[src/rtl/mem_port_pkg.sv]
// mem_port_pkg: op encoding and response latency helper shared by memory port clients
package mem_port_pkg;
   typedef enum logic {MEM_OP_READ = 1'b0, MEM_OP_WRITE = 1'b1} mem_op_e;
   function automatic int rspLatency(input int delay);
      return delay + 2;
   endfunction
endpackage

[src/rtl/sync_fifo.sv]
// sync_fifo: single-clock FIFO with registered storage, head read straight from the register array
module sync_fifo #(
   parameter int WIDTH = 16,
   parameter int DEPTH = 4
) (
   input  logic             clk_i,
   input  logic             rst_i,
   input  logic             push_i,
   input  logic [WIDTH-1:0] data_i,
   input  logic             pop_i,
   output logic [WIDTH-1:0] data_o,
   output logic             full_o,
   output logic             empty_o
);
   localparam int PW = DEPTH > 1 ? $clog2(DEPTH) : 1;
   localparam int CW = $clog2(DEPTH + 1);
   localparam logic [CW-1:0] FULL = CW'(DEPTH);
   localparam logic [PW-1:0] LAST = PW'(DEPTH - 1);
   logic [WIDTH-1:0] mem_q [DEPTH];
   logic [PW-1:0] wr_q, wr_d, rd_q, rd_d;
   logic [CW-1:0] cnt_q, cnt_d;
   logic do_push, do_pop;
   assign full_o = cnt_q == FULL;
   assign empty_o = cnt_q == '0;
   assign data_o = mem_q[rd_q];
   assign do_push = push_i && !full_o;
   assign do_pop = pop_i && !empty_o;
   // pointer wrap and occupancy next state
   always_comb begin
      wr_d = do_push ? (wr_q == LAST ? '0 : wr_q + 1'b1) : wr_q;
      rd_d = do_pop ? (rd_q == LAST ? '0 : rd_q + 1'b1) : rd_q;
      cnt_d = cnt_q + CW'(do_push) - CW'(do_pop);
   end
   // storage, pointers and count; reset clears contents so the head reads zero
   always_ff @(posedge clk_i) begin
      if (rst_i) begin
         wr_q <= '0;
         rd_q <= '0;
         cnt_q <= '0;
         for (int i = 0; i < DEPTH; i++) mem_q[i] <= '0;
      end else begin
         wr_q <= wr_d;
         rd_q <= rd_d;
         cnt_q <= cnt_d;
         if (do_push) mem_q[wr_q] <= data_i;
      end
   end
endmodule

[src/rtl/mem_port_initiator.sv]
// mem_port_initiator: valid/ready requests to a fixed-latency memory port, in-order responses
// Option MEM_PORT_INITIATOR_WRACK_EN: writes return the pre-write word as a response.
module mem_port_initiator
   import mem_port_pkg::*;
#(
   parameter int WIDTH = 16,
   parameter int LENGTH = 32,
   parameter int DELAY = 1,
   parameter int RSP_DEPTH = 4,
   localparam int AW = $clog2(LENGTH)
) (
   input  logic             clk_i,
   input  logic             rst_i,
   input  logic             reqValid_i,
   output logic             reqReady_o,
   input  logic             reqWr_i,
   input  logic [AW-1:0]    reqAddr_i,
   input  logic [WIDTH-1:0] reqData_i,
   output logic             rspValid_o,
   input  logic             rspReady_i,
   output logic [WIDTH-1:0] rspData_o,
   output logic             memEn_o,
   output logic             memWr_o,
   output logic [AW-1:0]    memAddr_o,
   output logic [WIDTH-1:0] memData_o,
   input  logic [WIDTH-1:0] memData_i
);
`ifdef MEM_PORT_INITIATOR_WRACK_EN
   localparam bit WRACK = 1'b1;
`else
   localparam bit WRACK = 1'b0;
`endif
   localparam int CW = $clog2(RSP_DEPTH + 1);
   localparam logic [CW-1:0] MAX_OUT = CW'(RSP_DEPTH);
   mem_op_e op;
   logic fire, rsp_op, rsp_fire, push, full, empty;
   logic [CW-1:0] out_q, out_d;
   logic [DELAY:0] track_q;
   logic memEn_q, memWr_q;
   logic [AW-1:0] memAddr_q;
   logic [WIDTH-1:0] memData_q;
   assign op = mem_op_e'(reqWr_i);
   assign reqReady_o = !rst_i && (out_q < MAX_OUT);
   assign fire = reqValid_i && reqReady_o;
   assign rsp_op = WRACK || op == MEM_OP_READ;
   assign rsp_fire = rspValid_o && rspReady_i;
   assign push = track_q[DELAY];
   assign rspValid_o = !empty;
   assign out_d = out_q + CW'(fire && rsp_op) - CW'(rsp_fire);
   assign memEn_o = memEn_q;
   assign memWr_o = memWr_q;
   assign memAddr_o = memAddr_q;
   assign memData_o = memData_q;
   // issue registers, response tracking pipeline and credit counter
   always_ff @(posedge clk_i) begin
      if (rst_i) begin
         memEn_q <= 1'b0;
         memWr_q <= 1'b0;
         memAddr_q <= '0;
         memData_q <= '0;
         track_q <= '0;
         out_q <= '0;
      end else begin
         memEn_q <= fire;
         memWr_q <= fire && op == MEM_OP_WRITE;
         if (fire) begin
            memAddr_q <= reqAddr_i;
            memData_q <= reqData_i;
         end
         track_q <= {track_q[DELAY-1:0], fire && rsp_op};
         out_q <= out_d;
         assert (!(push && full));
      end
   end
   sync_fifo #(.WIDTH(WIDTH), .DEPTH(RSP_DEPTH)) u_rsp_fifo (
      .clk_i  (clk_i),
      .rst_i  (rst_i),
      .push_i (push),
      .data_i (memData_i),
      .pop_i  (rsp_fire),
      .data_o (rspData_o),
      .full_o (full),
      .empty_o(empty)
   );
endmodule

[config.mk]
export PLATFORM = sky130hd
export DESIGN_NAME = mem_port_initiator
export DESIGN_NICKNAME = d
export VERILOG_FILES = /design/src/rtl/mem_port_pkg.sv /design/src/rtl/sync_fifo.sv /design/src/rtl/mem_port_initiator.sv
export SDC_FILE = /design/constraint.sdc
export NUM_CORES = 1
export LEC_CHECK = 0
export ABC_AREA = 0
export CORE_MARGIN = 2
export CORE_UTILIZATION = 40
export DETAILED_ROUTE_END_ITERATION = 12
export DONT_BUFFER_PORTS = 1
export PLACE_DENSITY = 0.63
export SLEW_MARGIN = 20
export SYNTH_ARGS = -nofsm -noshare
export SYNTH_HDL_FRONTEND = slang
export SYNTH_SLANG_ARGS = --single-unit
[constraint.sdc]
create_clock -name clk_i -period 2.9 [get_ports clk_i]
set_input_delay 0.29 -clock clk_i [delete_from_list [all_inputs] [get_ports clk_i]]
set_output_delay 0.29 -clock clk_i [all_outputs]
set_load 0.02 [all_outputs]
==> key figures <==
Routing
  • Remaining DRCs: 0
  • First-pass detailed-route iteration total: 4
  • DR iter-0 viols: 91
  • Drt total wl: 7970 µm
  • DR vias/cell: 4.96
  • Routed WL per cell: roughly 17 µm
  • Remaining antenna violation count: 0
  • Vias: 2283

Timing
  • Skew final: between 0.009 and 0.01 ns
  • Hold WS: around 0.04 ns
  • RSZ-0062 raised after global routing: no
  • Final setup viols: 0
  • Max-slew violations: 0
  • Total Neg Setup Slack: 0 ns
  • Worst rel slew slack: 44.4%
  • Final Hold Fails: 0
  • Final period utilization: between 80% and 90%
  • Worst Tran Pin Value: roughly 0.83 ns
  • Fmax: 417 MHz
  • Minimum clock period after layout: about 2.4 ns

Logic synthesis
  • Syn Area/Cell: 13.5 µm²
  • Compound-Gate Fraction of Synth Area: approximately 3.4%
  • Post-Synth Adder-Cell Area: about 2.4%
  • Async S/R FF share, synth: 0%
  • EDFF count, synth: between 60 and 70
  • Mux cell area share after synthesis: roughly 9%
  • Most used DFF post-synth: edfxtp_1
  • Post-synthesis simple-gate area fraction: 20.0%
  • Sequential-to-total area share from yosys stat: 61.8%
  • Main combinational cell family by area after synthesis: simple AND/OR/NAND/NOR gates
  • Synth area leader: edfxtp_1
  • Yosys reg bits: about 100
  • Yosys top cell area share: 44.6%
  • Post-synth cell types: 33
  • XOR/XNOR Fraction of Synth Area: less than 1%
  • Top cells by area, synth: edfxtp_1 45%, dfxtp_1 17%, and2_1 9.6%, mux4_2 8.4%, nand2b_1 3.3%
  • List of most frequent post-synthesis cells: 66 x and2_1, 64 x edfxtp_1, 37 x dfxtp_1
  • Syn_nets: between 300 and 400
  • Synth Instances: ~320
  • Synth Cell Area: roughly 4300 µm²
  • Synth warnings: 0
  • Most common cell in the netlist: and2_1

Layout
  • Fill cell total of the finished layout: 966
  • Antenna Cells: 0
  • Area growth, synth to finish: 7.21%
  • Share of layout cells above drive strength 1: 14.2%
  • Final nets: roughly 370

Min path
  • Hold WC Path Type: in2reg
  • Hold path cells: 2

Worst setup path
  • Worst path bufs/invs: 2
  • R2r worst-path depth: 9
  • Delay-heaviest family, CP: adder cells
  • Critical Path RT: around 3.1 ns
  • CP max FO: 6
  • CP Capture Type: register
  • CP Depth: 9
  • Slowest-stage cell, CP: o31ai_2
  • Critical-path cell list: o31ai_2 > inv_1 > ha_1 > inv_1 > ha_1 > fa_1 > xnor2_1 > xnor2_1 > nor2_1
  • Worst EP arrival: between 2 and 3 ns
  • Startpoint Class: register
  • Setup Crit Path Kind: reg2reg
  • CP max stage delay: around 0.5 ns

Global routing
  • Antenna violations before repair: 0
  • Grt met2 use: 25.6%
  • All-Layer GR Usage: between 10 and 15%
  • Largest net degree at the start of global routing: 45
  • Global-route wire length before repair: about 13000 µm
  • Number of global-route vias before repair: between 2k and 3k
  • Met1 Usage GRT: roughly 17%
  • Gr busiest metal: met2
  • GRT Residual Overflow: 0
  • Met3 Use GR: 6.48%

Pwr
  • IR drop worst, VDD: 0.000310 V
  • Pwr dens: between 700 and 800 nW/µm²
  • Leak: between 1.5 and 2 nW

Place
  • PortBufs: 0
  • DP Wirelength: roughly 5300 µm
  • Gp weighted congestion: roughly 0.66

Die
  • I/O Pins: between 80 and 90
  • Die area: about 12000 µm²
  • DIE WIDTH: approximately 110 µm
  • # rows: 37
  • Initial Utilization: 41.5%
  • Core region area: just over 10000 µm²
  • Die Y: 108 µm

Clock network
  • CTS Hold Bufs: 2
  • CTS tree: built
  • Sink Count: 101
  • Clock Latency Late Sink: ~0.36 ns
  • Post-cts sizing count: 0
  • CTS Root Cell: clkbuf_8
  • Clk slew on worst S/H paths: ~0.090 ns
  • CTS Buf Count: 9
  • Post-CTS setup buffers: 0
  • Clk buf depth: 2
  • CTS H-Tree Depth: 3

Run status
  • Outcome: finished, final reports clean

Run
  • Max Cap Viol: 0
[cells in the final DEF (no fill, tap or decap), types with 2 or more instances in the layout]
| cell | count |
|---|---|
| nand2b_1 | 23 |
| and2_1 | 66 |
| clkbuf_8 | 9 |
| buf_4 | 4 |
| nor3b_4 | 2 |
| or3_1 | 2 |
| edfxtp_1 | 64 |
| dlygate4sd3_1 | 2 |
| nor2_1 | 7 |
| mux4_2 | 16 |
| xnor2_1 | 2 |
| nor4b_4 | 2 |
| a21oi_1 | 3 |
| nor2_2 | 2 |
| mux2i_1 | 3 |
| o21ai_0 | 22 |
| ha_1 | 5 |
| dfxtp_1 | 37 |
| clkinvlp_4 | 2 |
| nor2b_1 | 5 |
| nand2_1 | 22 |
| fa_1 | 2 |
| inv_1 | 7 |
| inv_6 | 2 |
| or2_1 | 2 |
[path summary, 6_finish.rpt]
check | startpoint | endpoint | slack, ns
setup / recovery | u_rsp_fifo.cnt_q[1]$_SDFF_PP0_ | out_q[2]$_SDFF_PP0_ | 0.50
hold / removal | reqData_i[3] | memData_o[3]$_SDFFE_PP0N_ | 0.04
setup reg to reg | u_rsp_fifo.cnt_q[1]$_SDFF_PP0_ | out_q[2]$_SDFF_PP0_ | 0.50
hold reg to reg | track_q[0]$_SDFF_PP0_ | track_q[1]$_SDFF_PP0_ | 0.45
[registers in the layout, summed over array words and instances (netlist names), 2 cells and up, named ones only]
| signal | flops |
|---|---|
| u_rsp_fifo.cnt_q | 3 |
| memAddr_o | 5 |
| memData_o | 16 |
| out_q | 3 |
| track_q | 2 |
| u_rsp_fifo.wr_q | 2 |
| u_rsp_fifo.mem_q | 64 |
| u_rsp_fifo.rd_q | 2 |
[cell families (layout without fill, tap and decap cells)]
| group | after synthesis | in the layout |
|---|---|---|
| flip-flops | 101 | 101 |
| adder cells (fa/ha/maj) | 7 | 7 |
| multiplexers | 19 | 19 |
| AO/OA/AOI/OAI | 27 | 27 |
| AND/OR/NAND/NOR | 138 | 138 |
| buffers and inverters | 23 | 29 |
| XOR/XNOR | 3 | 3 |
[power breakdown]
| part | leakage, nW | total, W | switching (W) | internal, W |
|---|---|---|---|---|
| Clock | 0.0794 | 0.000799 | 0.000481 | 0.000318 |
| Combinational | 0.588 | 0.000627 | 0.000354 | 0.000273 |
| Sequential | 0.965 | 0.00181 | 0.000158 | 0.00165 |
[metrics by stage]
| step | total power, W | utilization, % | std cells | cell area, µm² | setup slack (ns) |
|---|---|---|---|---|---|
| final | 0.00324 | 44.5 | 460 | 4620 | 0.502 |
| after global routing | 0.00341 | 44.5 | 460 | 4620 | 0.319 |
| after CTS | 0.00327 | 44.5 | 460 | 4620 | 0.505 |
| after detailed placement | 0.00248 | 42.7 | 442 | 4420 | 0.544 |
| after global placement | 0.00245 | 42.7 | 442 | 4420 | 0.606 |
| after floorplan | 0.00236 | - | 318 | 4310 | 0.694 |
[final cells by class]
class,instances,area [µm²],share of cell area (%)
clock buffer,10,128,2.76
clock inverter,6,46.3,1.00
inverter,7,26.3,0.569
multi-input combinational,194,1530,33.2
sequential,101,2660,57.7
tap,136,170,3.69
timing repair buffer,6,50.0,1.08
[routing by layer]
metal | share of wire [%] | vias to the layer above
li1 | - | 1106
met1 | 41 | 1102
met2 | 51 | 71
met3 | 8.0 | 4
met4 | 0.89 | 0
met5 | 0 | -
(Power assumes the default switching activity.)
